==> config.mk <==
export PLATFORM = sky130hd
export DESIGN_NAME = chnlnk_frame_seq
export DESIGN_NICKNAME = d
export VERILOG_FILES = /design/src/rtl/chnlnk_pkg.sv /design/src/rtl/tmr_vote.sv /design/src/rtl/chnlnk_frame_seq.sv
export SDC_FILE = /design/constraint.sdc
export NUM_CORES = 1
export LEC_CHECK = 0
export BUFFER_PORTS_ARGS = -buffer_cell sky130_fd_sc_hd__buf_2
export CORE_ASPECT_RATIO = 0.7
export CORE_MARGIN = 5
export CORE_UTILIZATION = 40
export DETAILED_ROUTE_END_ITERATION = 12
export SETUP_SLACK_MARGIN = 0.02
export SYNTH_ARGS = -nofsm -noshare
export SYNTH_HDL_FRONTEND = slang
export SYNTH_HIERARCHICAL = 1
export SYNTH_SLANG_ARGS = --single-unit
==> constraint.sdc <==
create_clock -name CLK -period 4.8 [get_ports CLK]
set_input_delay 1.44 -clock CLK [delete_from_list [all_inputs] [get_ports CLK]]
set_output_delay 1.44 -clock CLK [all_outputs]
set_load 0.01 [all_outputs]
==> src/rtl/chnlnk_pkg.sv <==
// Shared types and helpers for the channel-link frame sequencer.
// State codes match the legacy frame FSM so FRM_STATE stays readable in existing tools.
package chnlnk_pkg;

    localparam int FRM_ST_W = 3;

    typedef enum logic [FRM_ST_W-1:0] {
        ST_IDLE        = 3'd0,
        ST_LAST_WORD   = 3'd1,
        ST_READ        = 3'd2,
        ST_STRT_SAMPLE = 3'd3,
        ST_TAIL_END    = 3'd4,
        ST_TAIL_NO_END = 3'd5,
        ST_W4DATA      = 3'd6,
        ST_ILLEGAL     = 3'd7
    } frm_state_e;

    typedef struct packed {
        logic clr_crc;
        logic rd;
        logic valid;
        logic last_wrd;
    } frm_flags_t;

    localparam int FRM_FLAGS_W = $bits(frm_flags_t);

    function automatic logic maj3(input logic a, input logic b, input logic c);
        return (a & b) | (a & c) | (b & c);
    endfunction

endpackage

==> src/rtl/tmr_vote.sv <==
// Bitwise 2-of-3 majority voter for one triplicated register field.
module tmr_vote
    import chnlnk_pkg::*;
#(
    parameter int W = 1
) (
    input  logic [W-1:0] a,
    input  logic [W-1:0] b,
    input  logic [W-1:0] c,
    output logic [W-1:0] y
);

    genvar gi;
    generate
        for (gi = 0; gi < W; gi++) begin : gen_bit
            assign y[gi] = maj3(a[gi], b[gi], c[gi]);
        end
    endgenerate

endmodule

==> src/rtl/chnlnk_frame_seq.sv <==
// Channel-link frame sequencer: configurable data/tail geometry, serialiser stall,
// completed-frame counter and optional triplicated registers with majority voting.
module chnlnk_frame_seq
    import chnlnk_pkg::*;
#(
    parameter int DATA_WORDS = 96,
    parameter int TAIL_WORDS = 4,
    parameter int SEQ_W      = 7,
    parameter int CNT_W      = 16,
    parameter int TMR        = 1
) (
    input  logic                CLK,
    input  logic                RST,
    input  logic                L1A_BUF_MT,
    input  logic                F_MT,
    input  logic                END_EVT,
    input  logic                STALL,
    output logic                CLR_CRC,
    output logic                RD,
    output logic                VALID,
    output logic                LAST_WRD,
    output logic [SEQ_W-1:0]    SEQ,
    output logic [FRM_ST_W-1:0] FRM_STATE,
    output logic [CNT_W-1:0]    FRM_CNT
);

    localparam int NCOPY = (TMR != 0) ? 3 : 1;
    localparam logic [SEQ_W-1:0] LAST_DATA_SEQ = SEQ_W'(DATA_WORDS - 1);
    localparam logic [SEQ_W-1:0] LAST_TAIL_SEQ = SEQ_W'(DATA_WORDS + TAIL_WORDS - 1);

    frm_state_e       state_v;
    frm_state_e       state_next;
    logic [SEQ_W-1:0] seq_v;
    logic [SEQ_W-1:0] seq_next;
    frm_flags_t       flags_v;
    frm_flags_t       flags_next;
    logic [CNT_W-1:0] cnt_v;
    logic [CNT_W-1:0] cnt_next;
    logic             frozen;

    // Next values are always derived from the voted copies so an upset copy is overwritten.
    always_comb begin
        state_next = ST_IDLE;
        seq_next   = '0;
        flags_next = '0;
        cnt_next   = cnt_v;
        frozen     = STALL && (state_v inside {ST_STRT_SAMPLE, ST_READ,
                                               ST_TAIL_END, ST_TAIL_NO_END});
        if (frozen) begin
            state_next = state_v;
            seq_next   = seq_v;
        end else begin
            case (state_v)
                ST_IDLE: begin
                    if (!L1A_BUF_MT) begin
                        state_next         = ST_W4DATA;
                        flags_next.clr_crc = 1'b1;
                    end
                end
                ST_W4DATA: begin
                    if (!F_MT && !STALL) begin
                        state_next       = ST_STRT_SAMPLE;
                        flags_next.rd    = 1'b1;
                        flags_next.valid = 1'b1;
                    end else begin
                        state_next = ST_W4DATA;
                    end
                end
                ST_STRT_SAMPLE: begin
                    state_next       = ST_READ;
                    seq_next         = seq_v + SEQ_W'(1);
                    flags_next.rd    = 1'b1;
                    flags_next.valid = 1'b1;
                end
                ST_READ: begin
                    seq_next         = seq_v + SEQ_W'(1);
                    flags_next.valid = 1'b1;
                    if (seq_v == LAST_DATA_SEQ) begin
                        state_next = END_EVT ? ST_TAIL_END : ST_TAIL_NO_END;
                    end else begin
                        state_next    = ST_READ;
                        flags_next.rd = 1'b1;
                    end
                end
                ST_TAIL_END, ST_TAIL_NO_END: begin
                    if (seq_v == LAST_TAIL_SEQ) begin
                        cnt_next = cnt_v + CNT_W'(1);
                        if (state_v == ST_TAIL_END) begin
                            state_next          = ST_LAST_WORD;
                            flags_next.last_wrd = 1'b1;
                        end else begin
                            state_next         = ST_W4DATA;
                            flags_next.clr_crc = 1'b1;
                        end
                    end else begin
                        state_next       = state_v;
                        seq_next         = seq_v + SEQ_W'(1);
                        flags_next.valid = 1'b1;
                    end
                end
                // Last_Word and the unused code 7 both fall back to Idle with outputs low.
                default: ;
            endcase
        end
    end

    genvar gi;
    generate
        for (gi = 0; gi < NCOPY; gi++) begin : gen_copy
            frm_state_e       state_reg;
            logic [SEQ_W-1:0] seq_reg;
            frm_flags_t       flags_reg;
            logic [CNT_W-1:0] cnt_reg;

            always_ff @(posedge CLK or posedge RST) begin
                if (RST) begin
                    state_reg <= ST_IDLE;
                    seq_reg   <= '0;
                    flags_reg <= '0;
                    cnt_reg   <= '0;
                end else begin
                    state_reg <= state_next;
                    seq_reg   <= seq_next;
                    flags_reg <= flags_next;
                    cnt_reg   <= cnt_next;
                end
            end
        end

        if (TMR != 0) begin : gen_vote
            logic [FRM_ST_W-1:0]    state_bits;
            logic [FRM_FLAGS_W-1:0] flags_bits;

            tmr_vote #(.W(FRM_ST_W)) u_vote_state (
                .a(gen_copy[0].state_reg),
                .b(gen_copy[1].state_reg),
                .c(gen_copy[2].state_reg),
                .y(state_bits)
            );
            tmr_vote #(.W(SEQ_W)) u_vote_seq (
                .a(gen_copy[0].seq_reg),
                .b(gen_copy[1].seq_reg),
                .c(gen_copy[2].seq_reg),
                .y(seq_v)
            );
            tmr_vote #(.W(FRM_FLAGS_W)) u_vote_flags (
                .a(gen_copy[0].flags_reg),
                .b(gen_copy[1].flags_reg),
                .c(gen_copy[2].flags_reg),
                .y(flags_bits)
            );
            tmr_vote #(.W(CNT_W)) u_vote_cnt (
                .a(gen_copy[0].cnt_reg),
                .b(gen_copy[1].cnt_reg),
                .c(gen_copy[2].cnt_reg),
                .y(cnt_v)
            );

            assign state_v = frm_state_e'(state_bits);
            assign flags_v = frm_flags_t'(flags_bits);
        end else begin : gen_single
            assign state_v = gen_copy[0].state_reg;
            assign seq_v   = gen_copy[0].seq_reg;
            assign flags_v = gen_copy[0].flags_reg;
            assign cnt_v   = gen_copy[0].cnt_reg;
        end
    endgenerate

    assign CLR_CRC   = flags_v.clr_crc;
    assign RD        = flags_v.rd;
    assign VALID     = flags_v.valid;
    assign LAST_WRD  = flags_v.last_wrd;
    assign SEQ       = seq_v;
    assign FRM_STATE = state_v;
    assign FRM_CNT   = cnt_v;

endmodule

==> reports/results.ini, run 1 <==
[outcome]
status = finished clean

[timing]
setup_tns_ns = 0
final.setup_skew_ns = 0.003007
rsz0062_at_grt = false
min_period_ns = 2.806
finalHoldViolations = 0
max_freq_ghz = 0.3564
worst-slew-pin-transition_ns = 0.5774
setup_viol = 0
setup_slack_ns = 1.994
timing.slew.headroom_pct = 61.38
drv_slew = 0
post-route-period-util_pct = 58.46

[synthesis]
synth_area_per_cell_um2 = 10.72
seq_area_frac_synth_pct = 39.79
yosysTopAreaCell = dfrtp_1
ys.flop_type = dfrtp_1
netlist_top_cells_area = dfrtp_1, maj3_2, xnor2_1, nand3_1, nand2_1
synth-simple-area-share_pct = 19.36
synth_fp_nets = 184
synth_edf_count = 0
synth_area_mm2 = 0.001887
synth_compound_area_share_pct = 8.289
synth_top_family_by_area = simple AND/OR/NAND/NOR gates
synth_cell_types = 42
synth_xor_area_share_pct = 9.748
synth_top_area_share_pct = 39.79
synth_warnings = 6
synthAdderAreaFrac_pct = 19.23
synth_mux_area_share_pct = 1.194
ys_seq_elements = 30
syn_inst = 176
async_flop_share_pct = 100.0

[worst_setup_path]
critPathCaptureType = register
reg2reg_depth = 5
r2r_slack_ns = 2.35
critical_path_class = input port to register
critPathMaxFanout = 21
worst_ep_arrival_time_ns = 3.01
critPathSlowestCell = or3b_2
cp_top_family = simple AND/OR/NAND/NOR gates
path_cells = buf_2, or3b_2, nor4b_4, and4_1, xor2_1
cpPeakStageDelay_ns = 0.55
startpoint_type = input port
path_buf_inv = 1
cp.required_ns = 5.01
cp.depth = 5

[cells_and_area]
final_cells = 268
nets = 220
drive_gt1_share_pct = 38.97
largest_reg_flops = 16
n_antenna_cell = 0
syn2layout_area_growth_pct = 17.31
final_area_mm2 = 0.002213

[drt]
drt-initial-drc-count = 48
num_vias = 1356
drc = 0
final_antenna_net_count = 0
drt_wl_total_mm = 3.485
first_pass_iters = 4
viasPerCell = 5.060
wire_per_inst_um = 13.00

[clock_network]
postCtsSetupBuffers = 0
cts_sinks = 30
insertion_delay_ns = 0.28
cts_buffers = 5
h-tree-depth = 2
cts_tree = yes
cts.path.max_buffers = 2
cts_resized = 0
ctsHoldBuffers = 0
cts_root_buffer = clkbuf_8
path_clk_slew_ns = 0.06

[hold_path]
hold_path_class = register to register
min_path_cells = 2

[placement]
gp_congestion = 0.7972
place_inst = 260
io_buffers = 35
place_area_mm2 = 0.002105
hpwl_mm = 2.556
post-place-ws_ns = 1.712

[floorplan]
initial_core_util_pct = 42.36
die_w_um = 92.09
dieArea_mm2 = 0.006212
die_h_um = 67.46
row_count = 20
design.core.area_mm2 = 0.004454
num_io_pins = 36

[global_routing]
grt_max_degree = 31
gr-usage-all-layers_pct = 12.60
grt_overflow = 0
grt_pass1_vias = 1275
grt_pass1_wl_mm = 6.065
antenna_found_initial = 0

[power_and_ir_drop]
max-vdd-ir-drop_uv = 148.5
p_leak_nw = 1.067
power_per_cell_area_mw_per_mm2 = 296.7
power_uw = 656.8

[run]
timing.max_cap.violations = 0

[cell type report]
cell class | instances | area [µm²]
Multi-Input combinational cell | 136 | 1091
Timing Repair Buffer | 36 | 182.7
Inverter | 3 | 11.26
Clock buffer | 5 | 68.82
Sequential cell | 30 | 750.7
Fill cell | 427 | 2241
Tap cell | 55 | 68.82
Clock inverter | 3 | 40.04
[worst min-delay path: cells and delay by family, from the launching register on]
family	cells	cell delay, ns
xor gates and xnor gates	1	0.07
adders and majority gates	1	0.20
DFF	1	0.38
[cell families after synthesis]
logic type	after synthesis
simple gates	60
fa+ha+maj	32
flops	30
compound gates	21
xor+xnor	21
buf+inv	10
mux	2
[path summary, 6_finish.rpt]
path | from | to
min in group asynchronous | RST | gen_copy[2].cnt_reg[11]$_DFF_PP0_
worst min-delay path | gen_copy[2].cnt_reg[15]$_DFF_PP0_ | gen_copy[2].cnt_reg[15]$_DFF_PP0_
max in group asynchronous | RST | gen_copy[2].state_reg[2]$_DFF_PP0_
worst min register to register | gen_copy[2].cnt_reg[15]$_DFF_PP0_ | gen_copy[2].cnt_reg[15]$_DFF_PP0_
worst max register to register | gen_copy[2].seq_reg[4]$_DFF_PP0_ | gen_copy[2].seq_reg[0]$_DFF_PP0_
worst max-delay path | STALL | gen_copy[2].cnt_reg[10]$_DFF_PP0_
[metal layers]
| layer | up-vias | track usage [%] | wire (µm) |
|---|---|---|---|
| li1 | 716 | - | - |
| met1 | 609 | 17.19 | 1803 |
| met2 | 25 | 18.09 | 1498 |
| met3 | 6 | 3.675 | 140 |
| met4 | 0 | 6.667 | 42 |
| met5 | - | 0 | 0 |
[through the flow]
stage	hold WS, ns	util, %
final	0.6923	49.69
after global routing	0.7362	49.69
after CTS	0.6945	49.69
after detailed placement	0.6825	47.25
after global placement	0.6775	47.25
after floorplan	0.7034	-
[power by group]
part / switching (mW) / internal (mW) / total [mW]
Combinational: 0.0707 / 0.0572 / 0.128
Sequential: 0.0112 / 0.267 / 0.278
Clock: 0.0982 / 0.153 / 0.251
Total: 0.180 / 0.477 / 0.657
[Yosys cell counts, types with 2 or more instances]
cell and count:
a21oi_1 4, maj3_2 30, and3_1 4, ha_1 2
nand2_1 11, xnor2_1 17, and4_1 4, nand4_1 3
nand3_1 11, o41ai_1 2, inv_1 3, mux2_2 2
xor2_1 4, nor2_1 11, dfrtp_1 30, clkbuf_1 6
o211ai_1 2, and2_1 2, o21ai_0 4, a211oi_1 2
[cell usage in the layout (no fill, tap or decap), drive strengths merged, types with 2 or more instances in the layout]
master and instances:
o211ai 2, nand4 3, clkbuf 5, dfrtp 30, nor4b 2, maj3 30
a211oi 2, or4b 2, xor2 4, ha 2, xnor2 17, nor2 11
and3 4, and2 2, or3 2, mux2 2, clkinv 2, a21oi 5
o41ai 2, o21ai 4, and4 4, nand3 11, nand2 11, buf 36
inv 3
(Power assumes the default switching activity.)
==> inputs of run 2 (changes only) <==
--- a/config.mk
+++ b/config.mk
@@ -5,6 +5,7 @@
 export SDC_FILE = /design/constraint.sdc
 export NUM_CORES = 1
 export LEC_CHECK = 0
+export ABC_AREA = 1
 export BUFFER_PORTS_ARGS = -buffer_cell sky130_fd_sc_hd__buf_2
 export CORE_ASPECT_RATIO = 0.7
 export CORE_MARGIN = 5
==> constraint.sdc (replaced) <==
create_clock -name CLK -period 2.8 [get_ports CLK]
set_input_delay 0.84 -clock CLK [delete_from_list [all_inputs] [get_ports CLK]]
set_output_delay 0.84 -clock CLK [all_outputs]
set_load 0.01 [all_outputs]
==> reports/results.ini, run 2 <==
[cells_and_area]
final_cell_mix = nand2_1, buf_2, inv_1
layout_commonest_cell = nand2_1
final_area_mm2 = 0.002718
largest_reg_flops = 16
multi_input_area_mm2 = 0.001461
fillers = 582
drive_gt1_share_pct = 23.97
final_util_pct = 47.45
final_cells = 463
syn2layout_area_growth_pct = 14.68
n_antenna_cell = 0
nets = 397
register_area_um2 = 750.7

[placement]
io_buffers = 35
hpwl_mm = 4.062
gp_congestion = 0.8582
post-place-ws_ns = 0.8861
place_inst = 457
place_area_mm2 = 0.002635

[synthesis]
async_flop_share_pct = 100.0
yosysTopAreaCell = dfrtp_1
ys.flop_type = dfrtp_1
synth_most_common_cell = nand2_1
ys_seq_elements = 30
synth_cell_types = 23
synth_top_area_share_pct = 31.68
synthTopCellsByCount = nand2_1, inv_1, dfrtp_1, nand3_2, nor2_1
synth_area_mm2 = 0.002370
netlist_top_cells_area = dfrtp_1, nand2_1, nand3_2, inv_1, nor2_1
synth_area_per_cell_um2 = 6.829
seq_area_frac_synth_pct = 31.68
synth_edf_count = 0
syn_inst = 347
synth_warnings = 6
synth_fp_nets = 355

[worst_setup_path]
critPathSlowestCell = dfrtp_1
worst_ep_arrival_time_ns = 1.15
startpoint_type = register
cp.depth = 3
critPathCapture = FRM_STATE[2]
reg2reg_depth = 10
path_buf_inv = 1
cp-startpoint = gen_copy[2].state_reg[2]$_DFF_PP0_
critPathCaptureType = output port
cpPeakStageDelay_ns = 0.41
cp_top_family = flip-flops
reg2reg_to = gen_copy[2].seq_reg[6]$_DFF_PP0_
reg2reg_from = gen_copy[2].seq_reg[0]$_DFF_PP0_
r2r_slack_ns = 0.91
cp.required_ns = 1.96
critical_path_class = register to output port
critPathMaxFanout = 6
path_cells = nand2_1, nand3_2, buf_2

[floorplan]
die_h_um = 74.40
row_count = 23
die_w_um = 102.0
design.core.area_mm2 = 0.005727
initial_core_util_pct = 41.38
num_io_pins = 36
dieArea_mm2 = 0.007588

[clock_network]
cts_resized = 0
insertion_delay_ns = 0.28
path_clk_slew_ns = 0.07
cts_root_buffer = clkbuf_8
h-tree-depth = 2
cts_buffers = 5
ctsHoldBuffers = 0
postCtsSetupBuffers = 0
cts_sinks = 30
cts.path.max_buffers = 2
cts_tree = yes

[global_routing]
antenna_found_initial = 0
grt_max_degree = 31
grt_pass1_vias = 1840
grt_pass1_wl_mm = 8.659
grt_overflow = 0
gr-usage-all-layers_pct = 14.51

[power_and_ir_drop]
p_leak_nw = 1.560
power_mw = 1.326
max-vdd-ir-drop_uv = 187.7
power_per_cell_area_mw_per_mm2 = 487.8

[timing]
post-route-period-util_pct = 70.92
setup_tns_ns = 0
worst-slew-pin-transition_ns = 0.4499
drv_slew = 0
rsz0062_at_grt = false
max_freq_ghz = 0.5036
whs_ns = 0.6276
finalHoldViolations = 0
timing.slew.headroom_pct = 69.78
setup_slack_ns = 0.8142
setup_viol = 0
final.setup_skew_ns = 0.009206
min_period_ns = 1.986

[drt]
drt-initial-drc-count = 83
wire_per_inst_um = 10.80
viasPerCell = 4.600
first_pass_iters = 5
drc = 0
num_vias = 2130
final_antenna_net_count = 0
drt_wl_total_mm = 5.000

[run]
timing.max_cap.violations = 0

[hold_path]
hold_path_class = input port to async pin

[outcome]
status = finished clean

## run 2: worst min-delay path, delay by kind of cell
kind | cells | cell delay, ns
buf+inv | 3 | 0.48
## run 2: routing by layer
metal	vias up	routed length (µm)	GRT usage (%)
li1	1186	-	-
met1	897	2598	21.39
met2	42	2082	21.02
met3	5	268	3.374
met4	0	50	4.512
met5	-	0	0
## run 2: area by class of cell
cell class,count,share of cell area (%)
Multi-Input combinational cell,277,53.78
Tap cell,75,3.453
Sequential cell,30,27.62
Timing Repair Buffer,36,6.722
Inverter,39,5.387
Clock buffer,6,3.039
## run 2: power breakdown
part           total, mW  internal [mW]  switching [mW]
logic              0.449          0.157           0.292
registers          0.530          0.477          0.0526
clock network      0.347          0.189           0.158
## run 2: cells by family (layout without fill, tap and decap cells)
kind of cell	count (synthesis)	in the layout	synth area share [%]
xor+xnor	12	12	4.435
fa+ha+maj	2	2	1.056
compound gates	16	16	3.432
buf+inv	40	81	6.653
simple gates	247	247	52.75
flops	30	30	31.68
## run 2: how the worst min path moves through the flow
stage	end	slack, ns	cells past startpoint
floorplan	gen_copy[2].cnt_reg[8]$_DFF_PP0_	0.69	3
global placement	gen_copy[2].cnt_reg[3]$_DFF_PP0_	0.67	3
detailed placement	gen_copy[2].cnt_reg[3]$_DFF_PP0_	0.68	3
CTS	gen_copy[2].cnt_reg[11]$_DFF_PP0_	0.63	3
global route	gen_copy[2].cnt_reg[11]$_DFF_PP0_	0.67	3
finish	gen_copy[2].cnt_reg[11]$_DFF_PP0_	0.63	3
